**src/rtl/rvs_rt_collector_pkg.sv**
```systemverilog
// rvs_rt_collector_pkg
// Shared types and sizes for the scalar-side RVV retire collector.
//   NUM_RT_UOP       : retire lanes delivered by RVV per cycle
//   XLEN             : scalar data width
//   VCSR_VXSAT_WIDTH : width of a per-uop vxsat flag
//   RT2XRF_t         : one lane of the RVV -> XRF retire channel
//   rt_entry_t       : one buffered writeback {index, data}
package rvs_rt_collector_pkg;

  localparam int NUM_RT_UOP       = 4;
  localparam int XLEN             = 32;
  localparam int VCSR_VXSAT_WIDTH = 1;

  typedef struct packed {
    logic [4:0]      rt_index;
    logic [XLEN-1:0] rt_data;
  } RT2XRF_t;

  typedef struct packed {
    logic [4:0]      idx;
    logic [XLEN-1:0] data;
  } rt_entry_t;

endpackage

```
**src/rtl/rvs_rt_collector_fifo.sv**
```systemverilog
// rvs_multi_fifo
// Circular buffer accepting up to N_PUSH entries and releasing up to N_POP
// entries per cycle.
//   clk, rst_n  : clock, synchronous active-low reset
//   push_valid  : per-lane push request
//   push_data   : per-lane entry
//   push_ready  : per-lane ready, from registered occupancy only
//   pop_cnt     : number of head entries to release this cycle (<= count)
//   head_data   : the N_POP oldest entries, head first
//   count       : occupied entries
module rvs_multi_fifo
  import rvs_rt_collector_pkg::*;
#(
  parameter int N_PUSH = 4,
  parameter int N_POP  = 1,
  parameter int DEPTH  = 8,
  localparam int PW = $clog2(DEPTH),
  localparam int CW = $clog2(DEPTH + 1)
) (
  input  logic                   clk,
  input  logic                   rst_n,
  input  logic      [N_PUSH-1:0] push_valid,
  input  rt_entry_t [N_PUSH-1:0] push_data,
  output logic      [N_PUSH-1:0] push_ready,
  input  logic      [CW-1:0]     pop_cnt,
  output rt_entry_t [N_POP-1:0]  head_data,
  output logic      [CW-1:0]     count
);

  rt_entry_t       mem_q [DEPTH];
  rt_entry_t       mem_d [DEPTH];
  logic [PW-1:0]   wr_ptr_q, wr_ptr_d;
  logic [PW-1:0]   rd_ptr_q, rd_ptr_d;
  logic [CW-1:0]   count_q, count_d;
  logic [CW-1:0]   push_cnt;
  logic [PW-1:0]   slot;

  // Lane i may push only if i entries ahead of it still fit; space freed by
  // a same-cycle pop is deliberately not visible here.
  always_comb begin
    for (int i = 0; i < N_PUSH; i++) begin
      push_ready[i] = rst_n && ((DEPTH - int'(count_q)) > i);
    end
  end

  // Accepted lanes are compacted in lane order starting at the tail, so a
  // gap in the valid mask never leaves a hole in the buffer.
  always_comb begin
    mem_d    = mem_q;
    push_cnt = '0;
    slot     = wr_ptr_q;
    for (int i = 0; i < N_PUSH; i++) begin
      if (push_valid[i] && push_ready[i]) begin
        mem_d[slot] = push_data[i];
        slot        = slot + 1'b1;
        push_cnt    = push_cnt + 1'b1;
      end
    end
    wr_ptr_d = slot;
    rd_ptr_d = rd_ptr_q + PW'(pop_cnt);
    count_d  = count_q + push_cnt - pop_cnt;
  end

  always_comb begin
    for (int j = 0; j < N_POP; j++) begin
      head_data[j] = mem_q[rd_ptr_q + PW'(j)];
    end
  end

  always_ff @(posedge clk) begin
    if (!rst_n) begin
      wr_ptr_q <= '0;
      rd_ptr_q <= '0;
      count_q  <= '0;
    end else begin
      wr_ptr_q <= wr_ptr_d;
      rd_ptr_q <= rd_ptr_d;
      count_q  <= count_d;
    end
  end

  // Storage needs no reset: only entries covered by count are ever read.
  always_ff @(posedge clk) begin
    mem_q <= mem_d;
  end

  assign count = count_q;

endmodule

```
**src/rtl/rvs_rt_collector.sv**
```systemverilog
// rvs_rt_collector
// Receives RVV scalar-destination writebacks, buffers them in retire order
// and drains them onto the scalar XRF write ports; also keeps sticky vxsat.
//   clk, rst_n            : clock, synchronous active-low reset
//   rt_xrf_rvv2rvs        : per-lane {rt_index, rt_data}
//   rt_xrf_valid_rvv2rvs  : per-lane valid
//   rt_xrf_ready_rvs2rvv  : per-lane ready
//   wr_vxsat_valid/_vxsat : per-uop saturation update
//   wr_vxsat_ready        : vxsat channel ready
//   vxsat_clr             : CSR clear of sticky vxsat
//   xrf_grant             : scalar pipe frees its write ports this cycle
//   xrf_wen/waddr/wdata   : registered XRF write ports
//   vxsat_q               : sticky vxsat
//   pending_cnt, rt_empty : buffer occupancy
module rvs_rt_collector
  import rvs_rt_collector_pkg::*;
#(
  parameter int XRF_WR_PORTS = 1,
  parameter int FIFO_DEPTH   = 8
) (
  input  logic                                              clk,
  input  logic                                              rst_n,
  input  RT2XRF_t [NUM_RT_UOP-1:0]                          rt_xrf_rvv2rvs,
  input  logic    [NUM_RT_UOP-1:0]                          rt_xrf_valid_rvv2rvs,
  output logic    [NUM_RT_UOP-1:0]                          rt_xrf_ready_rvs2rvv,
  input  logic    [NUM_RT_UOP-1:0]                          wr_vxsat_valid,
  input  logic    [NUM_RT_UOP-1:0][VCSR_VXSAT_WIDTH-1:0]    wr_vxsat,
  output logic                                              wr_vxsat_ready,
  input  logic                                              vxsat_clr,
  input  logic                                              xrf_grant,
  output logic    [XRF_WR_PORTS-1:0]                        xrf_wen,
  output logic    [XRF_WR_PORTS-1:0][4:0]                   xrf_waddr,
  output logic    [XRF_WR_PORTS-1:0][XLEN-1:0]              xrf_wdata,
  output logic                                              vxsat_q,
  output logic    [$clog2(FIFO_DEPTH+1)-1:0]                pending_cnt,
  output logic                                              rt_empty
);

  localparam int CW = $clog2(FIFO_DEPTH + 1);

  rt_entry_t [NUM_RT_UOP-1:0]           push_data;
  rt_entry_t [XRF_WR_PORTS-1:0]         head_data;
  logic      [CW-1:0]                   count;
  logic      [CW-1:0]                   pop_cnt;
  logic      [XRF_WR_PORTS-1:0]         xrf_wen_d, xrf_wen_q;
  logic      [XRF_WR_PORTS-1:0][4:0]    xrf_waddr_d, xrf_waddr_q;
  logic      [XRF_WR_PORTS-1:0][XLEN-1:0] xrf_wdata_d, xrf_wdata_q;
  logic                                 vxsat_set, vxsat_d;

  always_comb begin
    for (int i = 0; i < NUM_RT_UOP; i++) begin
      push_data[i] = '{idx: rt_xrf_rvv2rvs[i].rt_index, data: rt_xrf_rvv2rvs[i].rt_data};
    end
  end

  // A grant drains as many head entries as there are ports, or fewer if the
  // buffer holds less.
  always_comb begin
    pop_cnt = '0;
    if (xrf_grant) begin
      pop_cnt = (count < CW'(XRF_WR_PORTS)) ? count : CW'(XRF_WR_PORTS);
    end
  end

  rvs_multi_fifo #(
    .N_PUSH (NUM_RT_UOP),
    .N_POP  (XRF_WR_PORTS),
    .DEPTH  (FIFO_DEPTH)
  ) u_fifo (
    .clk        (clk),
    .rst_n      (rst_n),
    .push_valid (rt_xrf_valid_rvv2rvs),
    .push_data  (push_data),
    .push_ready (rt_xrf_ready_rvs2rvv),
    .pop_cnt    (pop_cnt),
    .head_data  (head_data),
    .count      (count)
  );

  // Popped x0 writes are consumed silently. When a younger popped entry
  // targets the same register, the older write is dropped so the register
  // file ends up with the younger value regardless of port priority.
  always_comb begin
    xrf_wen_d   = '0;
    xrf_waddr_d = xrf_waddr_q;
    xrf_wdata_d = xrf_wdata_q;
    for (int j = 0; j < XRF_WR_PORTS; j++) begin
      if (CW'(j) < pop_cnt) begin
        xrf_waddr_d[j] = head_data[j].idx;
        xrf_wdata_d[j] = head_data[j].data;
        xrf_wen_d[j]   = (head_data[j].idx != 5'd0);
        for (int k = j + 1; k < XRF_WR_PORTS; k++) begin
          if ((CW'(k) < pop_cnt) && (head_data[k].idx == head_data[j].idx)) begin
            xrf_wen_d[j] = 1'b0;
          end
        end
      end
    end
  end

  // Set is ORed after the clear so a simultaneous saturation wins.
  always_comb begin
    vxsat_set = 1'b0;
    for (int i = 0; i < NUM_RT_UOP; i++) begin
      vxsat_set = vxsat_set | (wr_vxsat_valid[i] & wr_vxsat[i][0]);
    end
    vxsat_d = (vxsat_clr ? 1'b0 : vxsat_q) | vxsat_set;
  end

  always_ff @(posedge clk) begin
    if (!rst_n) begin
      xrf_wen_q   <= '0;
      xrf_waddr_q <= '0;
      xrf_wdata_q <= '0;
      vxsat_q     <= 1'b0;
    end else begin
      xrf_wen_q   <= xrf_wen_d;
      xrf_waddr_q <= xrf_waddr_d;
      xrf_wdata_q <= xrf_wdata_d;
      vxsat_q     <= vxsat_d;
    end
  end

  assign xrf_wen        = xrf_wen_q;
  assign xrf_waddr      = xrf_waddr_q;
  assign xrf_wdata      = xrf_wdata_q;
  assign wr_vxsat_ready = rst_n;
  assign pending_cnt    = count;
  assign rt_empty       = (count == '0);

endmodule
```
**config.mk**
```make
export PLATFORM = sky130hd
export DESIGN_NAME = rvs_rt_collector
export DESIGN_NICKNAME = d
export VERILOG_FILES = /design/src/rtl/rvs_rt_collector_pkg.sv /design/src/rtl/rvs_rt_collector_fifo.sv /design/src/rtl/rvs_rt_collector.sv
export SDC_FILE = /design/constraint.sdc
export NUM_CORES = 1
export LEC_CHECK = 0
export ABC_CLOCK_PERIOD_IN_PS = 7000
export CAP_MARGIN = 0
export CORE_MARGIN = 2
export CORE_UTILIZATION = 45
export CTS_CLUSTER_SIZE = 20
export DETAILED_ROUTE_END_ITERATION = 10
export GPL_ROUTABILITY_DRIVEN = 0
export PLACE_DENSITY_LB_ADDON = 0.12
export SETUP_SLACK_MARGIN = 0.3
export SYNTH_ARGS = -nofsm -noshare
export SYNTH_HDL_FRONTEND = slang
export SYNTH_HIERARCHICAL = 1
export SYNTH_SLANG_ARGS = --single-unit
```
**constraint.sdc**
```tcl
create_clock -name clk -period 7 [get_ports clk]
set_clock_uncertainty 0.15 [all_clocks]
set_input_delay 1.4 -clock clk [delete_from_list [all_inputs] [get_ports clk]]
set_output_delay 1.4 -clock clk [all_outputs]
set_load 0.05 [all_outputs]
```
==> flow_metrics.tcl, run 1 <==
set metrics [dict create \
    timing_max_transition_violations_final 0 \
    yosysWarningCount 6 \
    die_area_mm2 0.05864 \
    core.rowCount 87 \
    ys_seq_area_share_pct 27.06 \
    crit_slowest_cell "and2_2" \
    sinks_on_the_clock_net 345 \
    synth.distinct_cells 86 \
    cts_resized 0 \
    ff_latch_area_mm2 0.006915 \
    ys_seq_elements 345 \
    fin_hold_ws_ns 0.3060 \
    totalWireLength_mm 88.35 \
    ctsHoldBuffers 0 \
    first_global_vias 19630 \
    setup_slack_ns 1.248 \
    postSynth.asyncResetShare_pct 0 \
    route.detailed.drc 0 \
    cts_tree "yes" \
    max_cap_violations 0 \
    grt-ovfl-total 0 \
    io-pin-count 213 \
    core-area_mm2 0.05628 \
    postCtsSetupRepairBufs 0 \
    dieHeight_um 242.2 \
    worst_slew_margin_rel_pct 20.16 \
    post_synth_instance_area_mm2 0.02552 \
    first_pass_grt_wire_length_mm 130.8 \
    rsz_0062_raised_after_global_routing "no" \
    synth_edf_count 0 \
    cp_slowest_stage_delay_ns 0.55 \
    n_fill_cell 4928 \
    worstPathRequired_ns 7.32 \
    p_per_area_mw_per_mm2 423.9 \
    cp-end-kind "flip-flop" \
    grt_usage_pct 29.35 \
    io_buffer_count 212 \
    peakVddDrop_v 0.0002382 \
    clock_network_latency_to_the_later_pin_of_the_worst_skew_pair_ns 0.58 \
    critPathKind "in -> reg" \
    finalHoldViolations 0 \
    layout.core_utilization_pct 53.04 \
    cp_data_arrival_time_ns 6.07 \
    final.min_clock_period_ns 5.752 \
    layout-drive-gt1-share_pct 58.78 \
    antenna_violating_nets_post_route 0 \
    multi_input_area_mm2 0.01784 \
    first_iter_violations 1226 \
    fin_tns_setup_ns 0 \
    cp-start-kind "input pin" \
    timing.fmax_mhz 173.8 \
    setup_viol 0 \
    total_leakage_power_nw 12.00 \
    clock_path_buffers 3 \
    path_clk_slew_ns 0.06 \
    antenna_found_initial 5 \
    routed_wire_length_per_instance_um 28.64 \
    detailedRoute.firstPassIterationCount 5 \
    clk_root_buffer_cell "clkbuf_16" \
    final_net_count 2481 \
    place_area_mm2 0.02844 \
    min_period_over_period_pct 82.17 \
    cts.htree.levels 2 \
    vias_per_cell 6.138 \
    netlist_instances 2132 \
    postSynthAreaPerCell_um2 11.97 \
    path_cells "clkdlybuf4s50_1 > nand3_1 > or3_1 > nand2_2 > mux2i_2 > inv_4 > ha_1 > inv_1 > nand3_1 > o21ai_1 > inv_1 > ha_1 > xnor3_1 > a32o_2 > and2_2 > buf_12 > o21ai_0" \
    post_route_design_area_mm2 0.02985 \
    dp.final_hpwl_mm 52.39 \
    worstPathMaxFanout 20 \
    dominantRegCellSynth "dfxtp_1" \
    start_util_pct 45.35 \
    grt_max_degree 54 \
    tritoncts.num_buffers 44 \
    die_w_um 242.2 \
    areaGrowthSynthToFinish_pct 16.96 \
    worstMarginPinSlew_ns 1.196 \
    worst_hold_path_type "reg -> reg" \
    status "completed" \
    preCtsSetupSlack_ns 0.7272 \
    route.vias.total 18940 \
]
cell usage after synthesis (all sizes together), types with 10 or more instances:
master	number	area share (%)
o21ai	43	0.87
mux4	74	6.5
inv	21	0.33
xnor2	10	0.42
ha	17	0.83
buf	96	2.2
clkbuf	61	0.90
mux2i	77	3.0
nand3	45	0.94
dfxtp	345	27
nand2	87	1.3
mux2	1147	51
critical path, delay by kind of cell:
kind,cells,cell delay [ns]
and+or+nand+nor,5,1.38
muxes,1,0.42
buffers and inverters,5,1.16
xor gates and xnor gates,1,0.49
adders and majority gates,2,0.60
AOI/OAI and AO/OA,3,0.62
cell families after synthesis:
family	Yosys count	share of synthesized area [%]
buffers and inverters	178	3.402
AND/OR/NAND/NOR	193	4.211
multiplexers	1298	61.05
flip-flops	345	27.06
XOR/XNOR	17	0.8678
adder cells (fa/ha/maj)	21	1.147
AO/OA/AOI/OAI	79	2.240
other	1	0.01469
flip-flops by register name, summed over array words and instances (netlist names):
register,count
u_fifo/wr_ptr_q,3
u_fifo/count,4
xrf_wen,1
u_fifo/rd_ptr_q,3
vxsat_q,1
xrf_wdata,32
u_fifo/mem_q,296
xrf_waddr,5
power by group:
part           leakage, nW  total (W)  internal (W)  switching (W)
Combinational         8.44    0.00687       0.00407        0.00280
Clock                0.679    0.00226       0.00132       0.000933
Sequential            2.88    0.00353       0.00293       0.000605
Total                 12.0     0.0127       0.00832        0.00434
through the flow:
| step | std cells | power (W) |
|---|---|---|
| CTS | 3080 | 0.01267 |
| detailed placement | 3006 | 0.01037 |
| global route | 3084 | 0.01335 |
| floorplan | 2136 | 0.008754 |
| finish | 3085 | 0.01266 |
| global placement | 3006 | 0.01014 |
layout by cell type (no fill, tap or decap), types with 5 or more instances in the layout:
cell and count:
conb_1 5, nand2_1 81, mux2i_1 76, mux2_4 60
nand2_2 6, clkbuf_1 13, xnor2_1 9, clkbuf_16 46
nor2b_1 5, mux2_2 1055, ha_1 17, inv_1 18
nor2_1 7, buf_12 8, diode_2 5, o21ai_0 10
clkdlybuf4s50_1 211, and2_1 7, mux4_2 74, mux2_1 32
buf_4 52, dfxtp_1 342, clkbuf_8 12, nand3_1 41
o21ai_1 31
cell type report:
type | instances | share of cell area, %
tap | 756 | 3.169
inverter | 21 | 0.2808
clock inverter | 3 | 0.09640
multi-input combinational | 1613 | 59.75
antenna | 5 | 0.04191
timing repair buffer | 271 | 8.919
sequential | 345 | 23.17
clock buffer | 71 | 4.573
routing by layer:
layer,share of wire (%),track usage [%],wire [µm]
met5,0.020,0,18
met4,2.7,8.787,2380
met3,4.8,3.855,4239
met2,48,49.67,42280
met1,45,38.97,39430
final timing paths:
path,from,end,slack [ns],depth (start not counted)
worst max-delay path,rt_xrf_valid_rvv2rvs[0],u_fifo/mem_q[77],1.25,17
worst min-delay path,xrf_wdata[6],xrf_wdata[6],0.31,2
worst min register to register,xrf_wdata[6],xrf_wdata[6],0.31,2
worst max register to register,u_fifo/count[0],u_fifo/mem_q[77],1.63,18
Power figures use the tool's default switching activity.
==> run 2: changes to the inputs <==
--- a/config.mk
+++ b/config.mk
@@ -5,7 +5,7 @@
 export SDC_FILE = /design/constraint.sdc
 export NUM_CORES = 1
 export LEC_CHECK = 0
-export ABC_CLOCK_PERIOD_IN_PS = 7000
+export ABC_CLOCK_PERIOD_IN_PS = 5500
 export CAP_MARGIN = 0
 export CORE_MARGIN = 2
 export CORE_UTILIZATION = 45
==> constraint.sdc (replaced) <==
create_clock -name clk -period 5.5 [get_ports clk]
set_clock_uncertainty 0.15 [all_clocks]
set_input_delay 1.1 -clock clk [delete_from_list [all_inputs] [get_ports clk]]
set_output_delay 1.1 -clock clk [all_outputs]
set_load 0.05 [all_outputs]
==> flow_metrics.tcl, run 2 (synthesized netlist as in run 1, its figures left out) <==
set metrics [dict create \
    status "completed" \
    timing.fmax_mhz 207.9 \
    highest_count_cells_in_the_layout_ignoring_fill_and_taps "1055 x mux2_2, 342 x dfxtp_1, 211 x clkdlybuf4s50_1, 81 x nand2_1, 76 x mux2i_1" \
    io_buffer_count 212 \
    clock_path_buffers 3 \
    dieHeight_um 242.2 \
    place_area_mm2 0.02876 \
    mostFrequentLayoutCell "mux2_2" \
    sinks_on_the_clock_net 345 \
    cts_resized 0 \
    fin_hold_ws_ns 0.3057 \
    route.detailed.drc 0 \
    die_w_um 242.2 \
    p_per_area_mw_per_mm2 538.6 \
    timing_max_transition_violations_final 0 \
    grt_max_degree 50 \
    die_area_mm2 0.05864 \
    first_iter_violations 1175 \
    largest_register_ffs 296 \
    routed_wire_length_per_instance_um 28.26 \
    setup_viol 0 \
    postCtsSetupRepairBufs 0 \
    detailedRoute.firstPassIterationCount 5 \
    io-pin-count 213 \
    antenna_found_initial 3 \
    cp_data_arrival_time_ns 3.56 \
    min_period_over_period_pct 87.46 \
    final_net_count 2503 \
    rsz_0062_raised_after_global_routing "no" \
    path_clk_slew_ns 0.05 \
    worstMarginPinSlew_ns 1.076 \
    regMostFlops "u_fifo/mem_q" \
    fin_tns_setup_ns 0 \
    tritoncts.num_buffers 44 \
    cts.htree.levels 2 \
    worstPathMaxFanout 50 \
    antenna_violating_nets_post_route 0 \
    post_route_design_area_mm2 0.03020 \
    critPathKind "in -> out" \
    first_global_vias 19880 \
    max_cap_violations 0 \
    first_pass_grt_wire_length_mm 130.9 \
    totalWireLength_mm 87.87 \
    layout-drive-gt1-share_pct 59.08 \
    cp-start-kind "input pin" \
    finalHoldViolations 0 \
    cts_tree "yes" \
    final.min_clock_period_ns 4.810 \
    worst_slew_margin_rel_pct 28.25 \
    grt_usage_pct 29.32 \
    start_util_pct 45.35 \
    worstPathRequired_ns 4.25 \
    core-area_mm2 0.05628 \
    dp.final_hpwl_mm 53.63 \
    worst_hold_path_type "reg -> reg" \
    clock_network_latency_to_the_later_pin_of_the_worst_skew_pair_ns 0.59 \
    areaGrowthSynthToFinish_pct 18.34 \
    grt-ovfl-total 0 \
    core.rowCount 87 \
    ctsHoldBuffers 0 \
    route.vias.total 18940 \
    total_power_w 0.01627 \
    n_fill_cell 4920 \
    clk_root_buffer_cell "clkbuf_16" \
    peakVddDrop_v 0.0003313 \
    vias_per_cell 6.091 \
    layout.core_utilization_pct 53.67 \
    total_leakage_power_nw 12.19 \
    cp-end-kind "output pin" \
]
[run 2: final timing paths]
kind / startpoint / to / slack [ns] / cells after the start
worst max-delay path: rst_n / rt_xrf_ready_rvs2rvv[3] / 0.69 / 5
worst min-delay path: xrf_wdata[16] / xrf_wdata[16] / 0.31 / 2
worst max register to register: u_fifo/count[0] / u_fifo/mem_q[64] / 0.80 / 18
worst min register to register: xrf_wdata[16] / xrf_wdata[16] / 0.31 / 2
[run 2: critical path, stage by stage]
cell             delay [ns]
buf_4                  0.21
buf_4                  0.63
a21boi_0               0.51
o21a_1                 0.27
clkdlybuf4s50_1        0.83
[run 2: area by class of cell]
cell class | instances | area [µm²] | share of cell area [%]
Antenna cell | 3 | 7.507 | 0.02486
Clock buffer | 72 | 1339 | 4.433
Clock inverter | 7 | 96.34 | 0.3190
Inverter | 21 | 83.83 | 0.2776
Multi-Input combinational cell | 1613 | 17840 | 59.06
Sequential cell | 345 | 6915 | 22.90
Tap cell | 756 | 945.9 | 3.132
Timing Repair Buffer | 293 | 2978 | 9.860
[run 2: metrics by stage]
step	cells	setup slack, ns
after global routing	3109	0.4375
after floorplan	2136	0.5881
after detailed placement	3028	0.1524
after global placement	3028	0.1742
final	3110	0.6895
after CTS	3107	0.6853
[run 2: power breakdown]
| group | internal (W) | switching, W |
|---|---|---|
| sequential | 0.00372 | 0.000721 |
| clock | 0.00175 | 0.00119 |
| combinational | 0.00525 | 0.00363 |
| total | 0.0107 | 0.00554 |
[run 2: per-layer routing]
metal | vias to the layer above | share of wire [%] | track usage [%] | wire, µm
met5 | - | 0 | 0 | 0
met4 | 0 | 2.8 | 9.150 | 2484
met3 | 160 | 5.0 | 4.232 | 4390
met2 | 563 | 49 | 50.41 | 42740
met1 | 9784 | 44 | 37.90 | 38260
li1 | 8435 | - | - | -
==> run 3: changes to the inputs <==
--- a/config.mk
+++ b/config.mk
@@ -5,6 +5,7 @@
 export SDC_FILE = /design/constraint.sdc
 export NUM_CORES = 1
 export LEC_CHECK = 0
+export ABC_AREA = 0
 export ABC_CLOCK_PERIOD_IN_PS = 5500
 export CAP_MARGIN = 0
 export CORE_MARGIN = 2
==> results of run 3 <==
No change in the layout: final DEF, timing and power equal those of run 2.
